==> src/rtl/l1i_refill_unit_pkg.sv <==
// Shared fetch-side definitions: refill FSM states and the default widths
// used by the L1I cache and its refill unit.
package l1i_refill_unit_pkg;

   localparam int ADDR_W     = 64;
   localparam int LINE_W     = 512;
   localparam int OFFSET_W   = 6;
   localparam int BEAT_W     = 128;
   localparam int PID_W      = 20;
   localparam int TID_W      = 16;
   localparam int INST_CNT_W = 64;

   typedef enum logic [1:0] {
      ST_IDLE    = 2'd0,
      ST_REQ     = 2'd1,
      ST_COLLECT = 2'd2,
      ST_UPDATE  = 2'd3
   } refill_state_e;

   // A single-beat line still needs a one-bit counter.
   function automatic int beat_cnt_width(input int beats);
      return (beats > 1) ? $clog2(beats) : 1;
   endfunction

endpackage

==> src/rtl/l1i_refill_unit_line_assembler.sv <==
// Collects memory response beats into a cache line, beat 0 in the most
// significant slot, and flags the beat that completes the line.
module l1i_refill_unit_line_assembler
   import l1i_refill_unit_pkg::*;
#(
   parameter int LINE_WIDTH = LINE_W,
   parameter int BEAT_WIDTH = BEAT_W
) (
   input  logic                  clock_i,
   input  logic                  reset_i,
   input  logic                  clear_i,
   input  logic                  beat_valid_i,
   input  logic [BEAT_WIDTH-1:0] beat_data_i,
   output logic [LINE_WIDTH-1:0] line_o,
   output logic                  done_o
);

   localparam int BEATS = LINE_WIDTH / BEAT_WIDTH;
   localparam int CNT_W = beat_cnt_width(BEATS);
   localparam logic [CNT_W-1:0] LAST_BEAT = CNT_W'(BEATS - 1);

   logic [CNT_W-1:0] cnt_q, cnt_d;

   always_comb begin
      cnt_d = cnt_q;
      if (clear_i) begin
         cnt_d = '0;
      end else if (beat_valid_i) begin
         cnt_d = cnt_q + CNT_W'(1);
      end
   end

   assign done_o = beat_valid_i && (cnt_q == LAST_BEAT);

   always_ff @(posedge clock_i or posedge reset_i) begin
      if (reset_i) begin
         cnt_q <= '0;
      end else begin
         cnt_q <= cnt_d;
      end
   end

   genvar gi;
   generate
      for (gi = 0; gi < BEATS; gi++) begin : g_slot
         logic [BEAT_WIDTH-1:0] slot_q, slot_d;

         always_comb begin
            slot_d = slot_q;
            if (beat_valid_i && (cnt_q == CNT_W'(gi))) begin
               slot_d = beat_data_i;
            end
         end

         always_ff @(posedge clock_i or posedge reset_i) begin
            if (reset_i) begin
               slot_q <= '0;
            end else begin
               slot_q <= slot_d;
            end
         end

         assign line_o[LINE_WIDTH-1-gi*BEAT_WIDTH -: BEAT_WIDTH] = slot_q;
      end
   endgenerate

endmodule

==> src/rtl/l1i_refill_unit.sv <==
// L1I miss responder: captures one miss, issues a line-aligned read, gathers
// the returned beats and emits a single-cycle cache update with the metadata.
module l1i_refill_unit
   import l1i_refill_unit_pkg::*;
#(
   parameter int ADDRESS_WIDTH   = ADDR_W,
   parameter int LINE_WIDTH      = LINE_W,
   parameter int OFFSET_WIDTH    = OFFSET_W,
   parameter int BEAT_WIDTH      = BEAT_W,
   parameter int PID_WIDTH       = PID_W,
   parameter int TID_WIDTH       = TID_W,
   parameter int INST_ID_WIDTH   = INST_CNT_W
) (
   input  logic                     clock_i,
   input  logic                     reset_i,
   input  logic                     cacheMiss_i,
   input  logic [ADDRESS_WIDTH-1:0] missedAddress_i,
   input  logic [INST_ID_WIDTH-1:0] missedInstMajorId_i,
   input  logic [PID_WIDTH-1:0]     missedPid_i,
   input  logic [TID_WIDTH-1:0]     missedTid_i,
   output logic                     busy_o,
   output logic                     memReqValid_o,
   input  logic                     memReqReady_i,
   output logic [ADDRESS_WIDTH-1:0] memReqAddress_o,
   input  logic                     memRespValid_i,
   input  logic [BEAT_WIDTH-1:0]    memRespData_i,
   output logic                     cacheUpdate_o,
   output logic [ADDRESS_WIDTH-1:0] cacheUpdateAddress_o,
   output logic [LINE_WIDTH-1:0]    cacheUpdateLine_o,
   output logic [PID_WIDTH-1:0]     cacheUpdatePid_o,
   output logic [TID_WIDTH-1:0]     cacheUpdateTid_o,
   output logic [INST_ID_WIDTH-1:0] missedInstMajorId_o
);

   localparam logic [ADDRESS_WIDTH-1:0] OFFSET_MASK =
      {{(ADDRESS_WIDTH-OFFSET_WIDTH){1'b0}}, {OFFSET_WIDTH{1'b1}}};

   refill_state_e              state_q, state_d;
   logic [ADDRESS_WIDTH-1:0]   addr_q, addr_d;
   logic [INST_ID_WIDTH-1:0]   maj_id_q, maj_id_d;
   logic [PID_WIDTH-1:0]       pid_q, pid_d;
   logic [TID_WIDTH-1:0]       tid_q, tid_d;
   logic                       req_accept;
   logic                       beat_valid;
   logic                       line_done;

   always_comb begin
      state_d    = state_q;
      addr_d     = addr_q;
      maj_id_d   = maj_id_q;
      pid_d      = pid_q;
      tid_d      = tid_q;
      req_accept = 1'b0;
      case (state_q)
         ST_IDLE: begin
            if (cacheMiss_i) begin
               addr_d   = missedAddress_i & ~OFFSET_MASK;
               maj_id_d = missedInstMajorId_i;
               pid_d    = missedPid_i;
               tid_d    = missedTid_i;
               state_d  = ST_REQ;
            end
         end
         ST_REQ: begin
            if (memReqReady_i) begin
               req_accept = 1'b1;
               state_d    = ST_COLLECT;
            end
         end
         ST_COLLECT: begin
            if (line_done) begin
               state_d = ST_UPDATE;
            end
         end
         ST_UPDATE: state_d = ST_IDLE;
         default:   state_d = ST_IDLE;
      endcase
   end

   always_ff @(posedge clock_i or posedge reset_i) begin
      if (reset_i) begin
         state_q  <= ST_IDLE;
         addr_q   <= '0;
         maj_id_q <= '0;
         pid_q    <= '0;
         tid_q    <= '0;
      end else begin
         state_q  <= state_d;
         addr_q   <= addr_d;
         maj_id_q <= maj_id_d;
         pid_q    <= pid_d;
         tid_q    <= tid_d;
      end
   end

   // Beats arriving in any other state are dropped here.
   assign beat_valid = memRespValid_i && (state_q == ST_COLLECT);

   l1i_refill_unit_line_assembler #(
      .LINE_WIDTH (LINE_WIDTH),
      .BEAT_WIDTH (BEAT_WIDTH)
   ) u_line_assembler (
      .clock_i      (clock_i),
      .reset_i      (reset_i),
      .clear_i      (req_accept),
      .beat_valid_i (beat_valid),
      .beat_data_i  (memRespData_i),
      .line_o       (cacheUpdateLine_o),
      .done_o       (line_done)
   );

   assign busy_o               = (state_q != ST_IDLE);
   assign memReqValid_o        = (state_q == ST_REQ);
   assign memReqAddress_o      = addr_q;
   assign cacheUpdate_o        = (state_q == ST_UPDATE);
   assign cacheUpdateAddress_o = addr_q;
   assign cacheUpdatePid_o     = pid_q;
   assign cacheUpdateTid_o     = tid_q;
   assign missedInstMajorId_o  = maj_id_q;

endmodule
==> config.mk <==
export PLATFORM = sky130hd
export DESIGN_NAME = l1i_refill_unit
export DESIGN_NICKNAME = d
export VERILOG_FILES = /design/src/rtl/l1i_refill_unit_pkg.sv /design/src/rtl/l1i_refill_unit_line_assembler.sv /design/src/rtl/l1i_refill_unit.sv
export SDC_FILE = /design/constraint.sdc
export NUM_CORES = 1
export LEC_CHECK = 0
export BUFFER_PORTS_ARGS = -buffer_cell sky130_fd_sc_hd__buf_2
export CORE_AREA = 5 5 397 399
export CTS_BUF_LIST = sky130_fd_sc_hd__clkbuf_16
export DETAILED_ROUTE_END_ITERATION = 10
export DIE_AREA = 0 0 402 404
export PLACE_DENSITY = 0.4
export SKIP_CTS_REPAIR_TIMING = 1
export SLEW_MARGIN = 0
export SYNTH_ARGS = -nofsm -noshare
export SYNTH_HDL_FRONTEND = slang
export SYNTH_SLANG_ARGS = --single-unit
==> constraint.sdc <==
create_clock -name clock_i -period 43.1 [get_ports clock_i]
set_clock_uncertainty 0.05 [all_clocks]
set_input_delay 8.62 -clock clock_i [delete_from_list [all_inputs] [get_ports clock_i]]
set_output_delay 8.62 -clock clock_i [all_outputs]
set_load 0.02 [all_outputs]
=== After elaboration in Yosys (flattened, before gate mapping) ===
Index checks and enable logic that the tools add are counted.

* Word-level logic and storage cells: 39
* Bits in registers: 674

* Eq/ne operators: 9
* Add/subtract/negate cells: 1
* Reduce and logical (&&, ||, !) cells: 11
* Mux-type cells: 8

{| class="wikitable"
|+ Operators by type and width
! cell !! count
|-
| 2-to-1 mux 2 bit || 5
|-
| equality test 2 bit, second input constant || 4
|-
| one-hot mux 2 bit (4 select lines) || 1
|-
| logical AND 1 bit || 5
|-
| equality test 2 x 1 -> 1 bit, second input constant || 2
|-
| logical NOT 2 bit || 2
|-
| != test 2 bit, second input constant || 2
|-
| nonzero test 2 bit || 2
|-
| AND reduction 3 bit || 1
|-
| adder 2 x 1 -> 2 bit, second input constant || 1
|-
| 2-to-1 mux 1 bit || 2
|-
| != test 2 x 1 -> 1 bit, second input constant || 1
|-
| AND reduction 2 bit || 1
|}

=== Logic depth before layout (Yosys ltp) ===
* Depth in word-level cells: 5
* Mapped depth: 6
* Mapped depth without buffers: 5

=== Cells and area by module ===
A second synthesis with hierarchy kept.

* Cells, all modules: 1523
* Area, all modules: 26404.1 µm²

{| class="wikitable"
|+ By module, submodules not included
! module !! area an instance (µm²) !! cells each !! instances
|-
| l1i_refill_unit_line_assembler || 19413.6 || 1099 || 1
|-
| l1i_refill_unit || 6990.5 || 424 || 1
|}

=== Least setup slack after synthesis ===
No wires, ideal clock.

* Path type: in2reg
* Start: in cacheMiss_i
* End: reg pid_q[0], in the netlist cacheUpdatePid_o[0]
* Path buffers: 2
* Required time: 42.925 ns
* Arrival: 9.485 ns
* Cell stages on the path: 4
* Setup slack: 33.440 ns
* Library setup time: 0.125 ns
* Cells stage by stage: nand2_1 > buf_2 > buf_2 > mux2_2

* Cells in the longest elaborated chain, start to end: 1

{| class="wikitable"
|+ RTL lines
! element !! line !! text
|-
| start: declaration || l1i_refill_unit.sv:16 || <nowiki>input logic cacheMiss_i,</nowiki>
|-
| AND reduction 2 bit (no line) || - ||
|-
| end signal: assignment || l1i_refill_unit.sv:91 || <nowiki>pid_q <= pid_d;</nowiki>
|-
| end: declaration || l1i_refill_unit.sv:41 || <nowiki>logic [PID_WIDTH-1:0] pid_q, pid_d;</nowiki>
|}

No other way between the ends.
A chain may end at the register's enable or synchronous reset.

==> key figures <==
Global route
  • Global Route met1 Usage: 12.43%
  • Vias in the first global route: 17445
  • Total grt overflow: 0
  • Initial antenna violation count: 16
  • Routing usage on met3: 3.543%
  • Total track usage: 10.91%
  • Largest net degree at the start of global routing: 111
  • First-pass GRT wire length: 130900 um
  • Busiest grt layer: met2
  • GR Layer Usage met2: 19.22%

Logic synthesis
  • Post-Syn Area: 25840 um^2
  • Synth Area in Adders: 0.3874%
  • Post-synth EDFFs: 0
  • Syn Area/Cell: 17.02 um^2
  • Ys async rst share: 100.0%
  • Mux cell area share after synthesis: 29.28%
  • Largest family of logic cells by synthesized area: multiplexers
  • Top FF cell, synth: dfrtp_1
  • Post-Syn Instances: 1518
  • Register area share after synthesis: 65.28%
  • Post-synth cell types: 16
  • Synth warnings: 0
  • Synth Register Bits: 674
  • Simple-gate share of the synthesized area: 0.1453%
  • Xor-xnor portion of the synthesized cell area: 0.03390%
  • Compound-gate portion of the synthesized area: 0.1114%

Power and ir drop
  • Peak supply drop: 0.00005097 V
  • Final total power: 3.048 mW
  • Power Dens Cells: 86.64 nW/um^2
  • Pleak: 17.39 nW

Run
  • Max Cap Viol: 0

Clocking
  • CTS buffer count: 83
  • CTS tree: built
  • CTS sink cnt: 674
  • Clock buffer depth: 3
  • CTS root buf: clkbuf_16
  • Clock H-tree levels: 3
  • Clk_lat worst skew: 660 ps
  • Reg clk slew, reported paths: 60 ps

Routing
  • Vias post-DR: 16432
  • DR iter-0 viols: 539
  • Pre-Repair DR Iteration Count: 4
  • Final ANT Viol Nets: 0
  • Drt total wl: 92610 um
  • Routed vias/inst: 3.554
  • DRC: 0
  • Wire per inst: 20.03 um

STA
  • Slew Viols, Final: 0
  • Hold Fails Final Rpt: 0
  • Actual slew at the worst max-slew pin: 1008 ps
  • Final worst slack: 31110 ps
  • Relative slew slack: 32.79%
  • Setup_tns: 0 ps
  • F_max: 83.40 MHz
  • Final setup violation count: 0
  • Final period util: 27.82%
  • Fin crit period: 11990 ps
  • RSZ-0062 raised after global routing: false

Layout
  • Fill cell count: 16609
  • Nets: 2817
  • Layout area overhead: 36.17%
  • Share of cells above drive strength 1: 70.64%
  • Fin cells: 4624

Setup path
  • Most common cell on crit path: buf_4
  • Crit path kind: in -> async
  • CP Max Fanout: 110
  • Worst path bufs/invs: 6
  • Crit path from: reset_i
  • Reg-to-reg endpoint: missedInstMajorId_o[62]$_DFFE_PP0P_
  • Crit-path slowest cell: buf_4
  • CP Capture Type: asynchronous set/reset pin
  • Crit path max-delay family: buffers and inverters
  • CP Cell Sequence: buf_2 > inv_8 > buf_4 > buf_4 > buf_4 > buf_4
  • Crit path required time: 43710 ps
  • Worst EP arrival: 12600 ps
  • R2r setup slk: 39490 ps
  • Worst R2R Start: state_q[0]$_DFFE_PP0P_
  • Worst r2r path cells: 6
  • Slowest stage delay, CP: 860 ps
  • Setup crit start kind: primary input

Placement
  • IO Port Bufs: 1021
  • Pre-CTS setup slack: 30110 ps
  • DP HPWL: 69100 um
  • RD Place Congestion: 0.7484
  • Inst Count DP: 4471

Worst hold path
  • Hold_sp: u_line_assembler.g_slot[1].slot_q[72]$_DFFE_PP0P_
  • Hold path depth: 1
  • Hold WC Path Type: reg -> reg
  • Hold path endpoint: u_line_assembler.g_slot[1].slot_q[72]$_DFFE_PP0P_

Die
  • Die Ht: 404 um
  • Initial Utilization: 16.83%
  • Die width: 402 um
  • Core Area: 153500 um^2
  • Row count: 144
  • Top Ports: 1040
  • Die ar.: 162400 um^2

Outcome
  • Status: finished, final reports clean
[cells by family after synthesis]
| kind of cell | Yosys count |
|---|---|
| xor+xnor | 1 |
| simple gates | 8 |
| other cells | 1 |
| buf+inv | 150 |
| mux | 672 |
| fa+ha+maj | 8 |
| flops | 674 |
| compound gates | 4 |
[flip-flops by register name (all words and copies together), names as in the netlist]
register and flops:
u_line_assembler.g_slot.slot_q 512, missedInstMajorId_o 64, cacheUpdateAddress_o 58, cacheUpdatePid_o 20, cacheUpdateTid_o 16, state_q 2
u_line_assembler.cnt_q 2
[synth_stat cells (2+ instances only)]
cell type / count / area (um^2)
dfrtp_1: 674 / 16870
mux2_2: 671 / 7556
buf_4: 74 / 555.5
buf_6: 48 / 540.5
buf_2: 21 / 105.1
ha_1: 8 / 100.1
inv_1: 7 / 26.28
nand3_1: 4 / 20.02
nand2_1: 3 / 11.26
a21oi_1: 2 / 10.01
[layer usage]
layer | routed length [um] | vias to the layer above | part of all wire (%)
met5 | 0 | - | 0
met4 | 2515 | 0 | 2.7
met3 | 7036 | 138 | 7.6
met2 | 47620 | 571 | 51
met1 | 35440 | 8461 | 38
li1 | - | 7262 | -
[how the worst max path moves through the flow]
stage,cells past startpoint,slack [ps],to
5_1_grt,6,30360,u_line_assembler.g_slot[0].slot_q[85]$_DFFE_PP0P_
2_1_floorplan,1,15540,cacheUpdateAddress_o[10]$_DFFE_PP0P_
3_3_place_gp,6,30070,u_line_assembler.g_slot[0].slot_q[85]$_DFFE_PP0P_
3_5_place_dp,6,30110,u_line_assembler.g_slot[0].slot_q[85]$_DFFE_PP0P_
6_report,6,31110,u_line_assembler.g_slot[2].slot_q[84]$_DFFE_PP0P_
4_1_cts,6,30900,u_line_assembler.g_slot[0].slot_q[85]$_DFFE_PP0P_
[final cells by class]
class	count	area (um^2)	share of cell area, %
timing repair buffer	1041	5273	14.99
multi-input combinational	705	7844	22.29
sequential	674	16870	47.94
tap	2044	2557	7.269
inverter	7	33.78	0.09602
antenna	5	12.51	0.03556
clock buffer	83	2077	5.903
clock inverter	65	520.5	1.479
[power by group]
group	total, mW	switching [mW]	internal [mW]
Clock	0.672	0.290	0.381
Sequential	1.08	0.146	0.934
Combinational	1.30	0.796	0.501
[stage by stage]
stage          hold slack, ps  utilization, %  instance area (um^2)
2_1_floorplan           477.9               -                 25880
3_3_place_gp            430.9           21.22                 32570
3_5_place_dp            436.5           21.22                 32570
4_1_cts                 449.4           22.91                 35170
5_1_grt                 454.1           22.91                 35170
6_report                445.7           22.92                 35180
[layout by cell type, fill, tap and decap left out, types with 2 or more instances in the layout]
cell / count
nand2_1: 2
diode_2: 5
clkinv_2: 4
clkinvlp_4: 2
ha_1: 8
conb_1: 12
inv_1: 28
clkinv_16: 3
bufinv_16: 5
clkinv_8: 3
clkinv_1: 25
a21oi_1: 2
clkbuf_16: 83
nand3_4: 4
mux2_2: 671
buf_2: 1021
buf_4: 19
dfrtp_1: 674
Note: power is estimated with default switching activity, not from simulation.
